**config.mk**
```make
export PLATFORM = sky130hd
export DESIGN_NAME = macc_engine
export DESIGN_NICKNAME = d
export VERILOG_FILES = /design/src/rtl/macc_engine.sv
export SDC_FILE = /design/constraint.sdc
export NUM_CORES = 2
export LEC_CHECK = 0
export ABC_AREA = 0
export CORE_ASPECT_RATIO = 1.75
export CORE_UTILIZATION = 45
export CTS_CLUSTER_SIZE = 40
export DETAILED_ROUTE_END_ITERATION = 8
export GPL_TIMING_DRIVEN = 0
export SYNTH_ARGS = -nofsm -noshare
export SYNTH_HDL_FRONTEND = slang
export SYNTH_SLANG_ARGS = --single-unit
```
**constraint.sdc**
```tcl
create_clock -name CLK -period 16.6 [get_ports CLK]
set_input_delay 1.66 -clock CLK [delete_from_list [all_inputs] [get_ports CLK]]
set_output_delay 1.66 -clock CLK [all_outputs]
set_load 0.03 [all_outputs]
```
**src/rtl/macc_engine.sv**
```systemverilog
// Square matrix multiply-accumulate engine: C = A * B over N x N signed matrices.
// A and B are loaded serially through din, C is read back serially through dout.
module macc_engine #(
  parameter  int DW = 16,
  parameter  int N  = 4,
  localparam int CW = 2*DW + $clog2(N)
) (
  input  logic          CLK,
  input  logic          RST,
  input  logic [1:0]    wen,
  input  logic [DW-1:0] din,
  input  logic          start,
  output logic          busy,
  output logic          done,
  input  logic          ren,
  output logic [CW-1:0] dout,
  output logic          dout_valid,
  output logic          a_full,
  output logic          b_full,
  output logic [1:0]    state_dbg
);
  localparam int NN = N*N;
  localparam int IW = (N > 1) ? $clog2(N) : 1;
  localparam int AW = $clog2(NN);

  typedef enum logic [1:0] {IDLE = 2'd0, COMP = 2'd1, DONE = 2'd2} state_t;

  state_t state, state_nx;

  logic [IW-1:0]        i, j, k;
  logic [AW-1:0]        a_ptr, b_ptr, c_ptr;
  logic [AW-1:0]        a_addr, b_addr, c_addr;
  logic signed [CW-1:0] acc, acc_nx;
  logic signed [2*DW-1:0] prod;
  logic                 k_last, j_last, i_last, last_mac;
  logic                 a_we, b_we, c_we, rd_en;

  logic signed [DW-1:0] a_mem [NN];
  logic signed [DW-1:0] b_mem [NN];
  logic [CW-1:0]        c_mem [NN];

  // Handshake: wen/start/ren are single-cycle requests sampled on the rising
  // edge and only honoured while busy is low; dout_valid marks the cycle after
  // an accepted ren.
  assign busy      = (state != IDLE);
  assign done      = (state == DONE);
  assign state_dbg = state;

  assign a_we  = wen[1] && !busy;
  assign b_we  = wen[0] && !busy;
  assign rd_en = ren && !busy;

  assign k_last   = (k == IW'(N-1));
  assign j_last   = (j == IW'(N-1));
  assign i_last   = (i == IW'(N-1));
  assign last_mac = (state == COMP) && i_last && j_last && k_last;
  assign c_we     = (state == COMP) && k_last;

  assign a_addr = AW'(int'(i) * N + int'(k));
  assign b_addr = AW'(int'(k) * N + int'(j));
  assign c_addr = AW'(int'(i) * N + int'(j));

  always_comb begin
    prod   = a_mem[a_addr] * b_mem[b_addr];
    acc_nx = ((k == '0) ? CW'(0) : acc) + CW'(prod);
  end

  always_comb begin
    state_nx = state;
    case (state)
      IDLE:    if (start) state_nx = COMP;
      COMP:    if (last_mac) state_nx = DONE;
      DONE:    state_nx = IDLE;
      default: state_nx = IDLE;
    endcase
  end

  always_ff @(posedge CLK) begin
    if (RST) begin
      state      <= IDLE;
      i          <= '0;
      j          <= '0;
      k          <= '0;
      acc        <= '0;
      a_ptr      <= '0;
      b_ptr      <= '0;
      c_ptr      <= '0;
      a_full     <= 1'b0;
      b_full     <= 1'b0;
      dout       <= '0;
      dout_valid <= 1'b0;
    end else begin
      state <= state_nx;

      if (a_we) begin
        a_ptr <= (a_ptr == AW'(NN-1)) ? '0 : a_ptr + 1'b1;
        if (a_ptr == AW'(NN-1)) a_full <= 1'b1;
      end
      if (b_we) begin
        b_ptr <= (b_ptr == AW'(NN-1)) ? '0 : b_ptr + 1'b1;
        if (b_ptr == AW'(NN-1)) b_full <= 1'b1;
      end

      dout_valid <= rd_en;
      if (rd_en) begin
        dout  <= c_mem[c_ptr];
        c_ptr <= (c_ptr == AW'(NN-1)) ? '0 : c_ptr + 1'b1;
      end

      if (state == IDLE && start) begin
        i <= '0;
        j <= '0;
        k <= '0;
      end

      // k is innermost, then j (column), then i (row).
      if (state == COMP) begin
        acc <= acc_nx;
        if (k_last) begin
          k <= '0;
          if (j_last) begin
            j <= '0;
            i <= i_last ? '0 : i + 1'b1;
          end else begin
            j <= j + 1'b1;
          end
        end else begin
          k <= k + 1'b1;
        end
      end

      // Entering DONE rearms loading and rewinds readback for the new result.
      if (last_mac) begin
        a_ptr  <= '0;
        b_ptr  <= '0;
        c_ptr  <= '0;
        a_full <= 1'b0;
        b_full <= 1'b0;
      end
    end
  end

  always_ff @(posedge CLK) begin
    if (a_we) a_mem[a_ptr] <= din;
    if (b_we) b_mem[b_ptr] <= din;
    if (c_we) c_mem[c_addr] <= acc_nx;
  end

endmodule

```
== Word level (Yosys, flattened, before mapping) ==
Memory sizes are Yosys's and may differ from the RTL's. A register that Yosys moved wholly into a read port is not among the register bits.
Index checks and enable logic that the tools add are counted.

* $mul: 1
* Equal/unequal tests: 10
* Shift-type cells: 0
* Bitwise gates (word level): 0
* Add/sub/neg operators: 10
* Magnitude comparators: 0
* Reductions and logical operators: 17
* Mux-type cells: 25
* Divide/modulo/power cells: 0

{| class="wikitable"
|+ Operators with widths
! cell !! number
|-
| 34-bit by 32-bit adder with 34-bit output || 1
|-
| 34-bit two-way mux || 1
|-
| 16-bit by 16-bit multiplier with 32-bit output || 1
|-
| 2-bit two-way mux || 14
|-
| 4-bit by 1-bit adder with 4-bit output, second input constant || 3
|-
| 4-bit by 2-bit adder with 4-bit output || 3
|-
| 4-bit equality test, second input constant || 3
|-
| 4-bit two-way mux || 3
|-
| 2-bit equality test, second input constant || 4
|-
| 1-bit logical AND || 8
|-
| 2-bit by 1-bit adder with 2-bit output, second input constant || 3
|-
| 1-bit two-way mux || 6
|-
| 2-bit AND reduction || 3
|-
| 2-bit zero test || 2
|-
| 2-bit inequality test, second input constant || 2
|-
| 2-bit case mux with 2 select lines || 1
|-
| 2-bit nonzero test || 2
|-
| 2-bit by 1-bit equality test with 1-bit output, second input constant || 1
|-
| 2-bit OR reduction || 1
|-
| 1-bit zero test || 1
|}

* Word-level logic and storage cells: 77
* Bits in registers: 57
* Memories: 3
* Latch bits: 0
* Bits in read-only memories: 0
* Bits in writable memories: 1056

{| class="wikitable"
|+ Memory list
! name !! depth !! bits a word !! read ports !! clocked after Yosys merged registers in !! write ports !! line !! text
|-
| c_mem || 16 || 34 || 1 || 1 || 1 || 40 || <nowiki>logic [CW-1:0] c_mem [NN];</nowiki>
|-
| a_mem || 16 || 16 || 1 || 0 || 1 || 38 || <nowiki>logic signed [DW-1:0] a_mem [NN];</nowiki>
|-
| b_mem || 16 || 16 || 1 || 0 || 1 || 39 || <nowiki>logic signed [DW-1:0] b_mem [NN];</nowiki>
|}

== Depth between registers and ports, before layout ==
* Depth after elaboration: 6
* Depth in mapped cells: 32

== Least setup slack after synthesis ==
Ideal clock, no wire load.

* Path kind: reg2reg
* Start: register j[0]
* End: memory c_mem[0][33] in the netlist's numbering (data pin)
* Stages on the path, launching flop included: 31
* Buffers on the path: 6
* Data required time: 16303 ps
* Path slack: 8121 ps
* Arrival time: 8182 ps
* Period minus slack after synthesis: 8479 ps
* Path through: dfxtp_1 -> clkbuf_1 -> buf_2 -> buf_2 -> buf_2 -> mux4_2 -> nor2_1 -> nor2_1 -> o21ai_1 -> clkbuf_1 -> nor2_1 -> fa_1 -> inv_1 -> fa_1 -> fa_1 -> inv_1 -> fa_1 -> fa_1 -> inv_1 -> fa_1 -> inv_1 -> ha_1 -> clkbuf_1 -> nand4_1 -> a211oi_1 -> o21ai_0 -> a21oi_1 -> o221ai_1 -> o211ai_1 -> a21oi_1 -> xnor2_1

* Cells in the longest elaborated chain, start to end: 4

{| class="wikitable"
|+ Ends and longest elaborated chain
! what !! line !! text
|-
| start: declaration || 30 || <nowiki>logic [IW-1:0] i, j, k;</nowiki>
|-
| start signal: assignment || 125 || <nowiki>j <= j + 1'b1;</nowiki>
|-
| 4-bit by 2-bit adder with 4-bit output || 60 || <nowiki>assign b_addr = AW'(int'(k) * N + int'(j));</nowiki>
|-
| memory read 16 x 16 bit || n/a ||
|-
| 16-bit by 16-bit multiplier with 32-bit output || 64 || <nowiki>prod = a_mem[a_addr] * b_mem[b_addr];</nowiki>
|-
| 34-bit by 32-bit adder with 34-bit output || 65 || <nowiki>acc_nx = ((k == '0) ? CW'(0) : acc) + CW'(prod);</nowiki>
|-
| via acc_nx[33] || 33 || <nowiki>logic signed [CW-1:0] acc, acc_nx;</nowiki>
|-
| end: declaration || 40 ||
|}

The timed path passes the listed nets, and every way through them passes these cells.

== Final worst setup path ==
* Start: register k[1]
* End: memory c_mem[14][33] in the netlist's numbering (data pin)

* Cells in the longest elaborated chain, start to end: 4
* Elaborated cells on any way between the ends: 8
* Those cells by class: add/sub (3); mul (1); mux (1); reduce/logical (1); memory (2)

{| class="wikitable"
|+ Ends and longest elaborated chain
! what !! line !! text
|-
| start: declaration || 30 ||
|-
| start signal: assignment || 128 || <nowiki>k <= k + 1'b1;</nowiki>
|-
| 4-bit by 2-bit adder with 4-bit output, on equally long branches || 59, 60 ||
|-
| memory read 16 x 16 bit, on equally long branches || n/a ||
|-
| 16-bit by 16-bit multiplier with 32-bit output || 64 ||
|-
| 34-bit by 32-bit adder with 34-bit output * || 65 ||
|-
| via acc_nx[33] || 33 ||
|}

Mark *: on every way through the listed nets, which the timed path passes. The rest lies on a longest branch.

==> metrics <==
status=finished, violations left; violated checks=max-capacitance violations, max-slew violations; detailed-route vias per instance=~5.5; vias in the first global route=about 32000; clock-pin transition on the worst setup and hold timing paths=around 60 ps; Worst EP arrival=about 13000 ps; Crit Path Category=reg -> reg; required time worst endpoint=16960 ps; synthesis-to-layout area growth=13.1%; critical path capture point type=register; standard cell core area=0.121 mm2; post-synth top area share=0.579; most frequent cell on the critical path=sky130_fd_sc_hd__fa_1; total number of nets in the final design=approximately 4000; Least-Margin Pin Slew=1510 ps; Post-Syn Area=0.0548 mm2; slowest cell on the critical path=sky130_fd_sc_hd__o21ai_0; Hold Crit Class=reg -> reg; sequential cell area fraction in the yosys report=0.612; final setup vio count=0; critical path buffer and inverter count=9; combined flip-flop and latch cell area=about 0.034 mm2; final global-route overflow total=0; Sinks on Clock Net=1147; Synth async-reset ratio=0; WL per Instance=~27 um; synthesized netlist net count=roughly 3800; remaining routing DRC violations=0; chip width=roughly 270 um; number of buffers created by CTS=about 100; f_max=about 81 MHz; CP max FO=16; number of filler instances in the final layout=between 10000 and 15000; shortest period the worst path allows=around 12000 ps; cell family contributing the most delay on the critical path=buffers and inverters; number of warnings printed during yosys synthesis=0; CP Launch Type=register; root buffer cell=sky130_fd_sc_hd__clkbuf_16; post-route core utilization=0.512; synth top area cells=sky130_fd_sc_hd__edfxtp_1 (58%), sky130_fd_sc_hd__mux4_2 (12%), sky130_fd_sc_hd__fa_1 (11%); number of standard cells in the layout, taps in and fillers out=between 5000 and 6000; Post-Route Skew=about 25 ps; number of nets with antenna violations after detailed routing=0; largest net degree at the start of global routing=33; final routed wirelength across all metal layers=141000 um; Detailed Routing Iterations Pass 1=5; Avg Cell Area, Syn=16.2 um2; top-count cell post-synth=sky130_fd_sc_hd__edfxtp_1; Iteration-0 DRC Markers=between 2000 and 2500; most used flip-flop cell after synthesis=sky130_fd_sc_hd__edfxtp_1; number of standard-cell rows in the floorplan=169; # port buffers=between 60 and 70; cell type contributing the most total cell area after synthesis=sky130_fd_sc_hd__edfxtp_1; hold_buf cts=0; Post-Syn Instances=3378; synth unique cells=62; fraction of final layout cells sized beyond drive strength 1=0.164; setup repair after global routing missed its margin=no; instance count after placement with tap cells included=just over 5000; HPWL reported at the end of detailed placement=104000 um; #FFs+latches synth=~1100; worst skew pair latency=just over 700 ps; area of the multi-input gates=between 0.015 and 0.02 mm2; number of top-level pins=63; total die area=roughly 0.12 mm2; final critical-path share of the clock period=0.741; routability congestion estimate=approximately 0.91; Post-CTS Repair Setup Buffers=0; synth cell count leaders=sky130_fd_sc_hd__edfxtp_1 (1056), sky130_fd_sc_hd__inv_1 (351), sky130_fd_sc_hd__fa_1 (305); Setup Total Neg Slack=0 ps; hold_ws=between 400 and 500 ps; final-report max-slew violation count=8; max_cap viols=1; maximum single-stage delay on the critical path=between 1000 and 1500 ps; count of instances resized after the clock tree is built=0; Hold Vio Cnt, Final=0; # H-tree levels=3; slew margin rel.=-0.0127; number of antenna violations at the first check in global routing=0; count of flip-flops with a built-in enable after synthesis=1056; CTS Buffer Depth=3; wire length of the first global-routing pass=roughly 210000 um; die outline height=roughly 460 um; global-route usage over all layers=0.236; Initial Util=0.453; CTS tree=built; routed vias=29300
stage by stage:
stage	setup WS, ps	cell area, um2
floorplan	8120	54800
global placement	4340	57500
detailed placement	4210	58500
CTS	4170	61900
global route	3770	62000
finish	4300	62000
worst paths after layout:
kind / start / end / slack, ps / depth (start not counted)
worst min register to register: acc[3]$_SDFFE_PP0P_ / acc[3]$_SDFFE_PP0P_ / 450 / 2
worst min-delay path: acc[3]$_SDFFE_PP0P_ / acc[3]$_SDFFE_PP0P_ / 450 / 2
worst max-delay path: k[1]$_SDFFE_PP0P_ / c_mem[14][33]$_DFFE_PP_ / 4300 / 26
worst max register to register: k[1]$_SDFFE_PP0P_ / c_mem[14][33]$_DFFE_PP_ / 4300 / 26
area by class of cell:
type                            instances  area share
Sequential cell                      1147       0.541
Multi-Input combinational cell       1724       0.316
Clock buffer                          134      0.0444
Tap cell                             1624      0.0328
Timing Repair Buffer                  112      0.0245
Inverter                              355      0.0217
Buffer                                152     0.00989
Clock inverter                         58     0.00983
Antenna cell                            1   0.0000404
worst min-delay path: stages, from the launching register on:
cell	delay, ps
sky130_fd_sc_hd__dfxtp_1	310
sky130_fd_sc_hd__nand2_1	50
sky130_fd_sc_hd__a21oi_1	50
cells in the final DEF (no fill, tap or decap), drive strengths merged, types with 4 or more instances in the layout:
master            n
nand4             7
clkdlybuf4s50    58
nor2            265
buf             101
dfxtp            91
nor2b            43
or4               6
a21o             10
or2               6
and3             20
xnor2            31
mux4            305
a31oi             7
and2             12
clkinv           41
xor2              9
clkinvlp          5
nand3            42
ha              121
inv             357
fa              305
a211oi            5
o211ai            4
clkbuf          239
o21a             16
a21oi            94
o21ai            41
edfxtp         1056
nor3             16
nand2           296
nand2b           26
bufinv           10
registers in the layout (all words and copies together) (netlist names):
register	flops
b_mem	256
state_dbg	2
a_ptr	4
c_mem	544
b_full	1
j	2
a_full	1
a_mem	256
acc	34
b_ptr	4
c_ptr	4
dout_valid	1
k	2
i	2
dout	34
routing by layer:
layer / global-route usage / share of wire / routed length [um]
met1: 0.244 / 0.34 / 47400
met2: 0.458 / 0.57 / 80900
met3: 0.0231 / 0.036 / 5020
met4: 0.130 / 0.056 / 7940
met5: 0 / 0 / 0
cell families after synthesis:
logic type                 count (synthesis)  share of synthesized area
buffers and inverters                    507                     0.0357
AOI/OAI and AO/OA                        204                     0.0223
muxes                                    308                      0.126
DFF                                     1147                      0.612
xor gates and xnor gates                  40                    0.00653
and+or+nand+nor                          746                     0.0585
adders and majority gates                426                      0.139
Power is left out: the tool's default activity adds up to more than one toggle a clock period on the data nets, which glitch-free logic cannot reach.
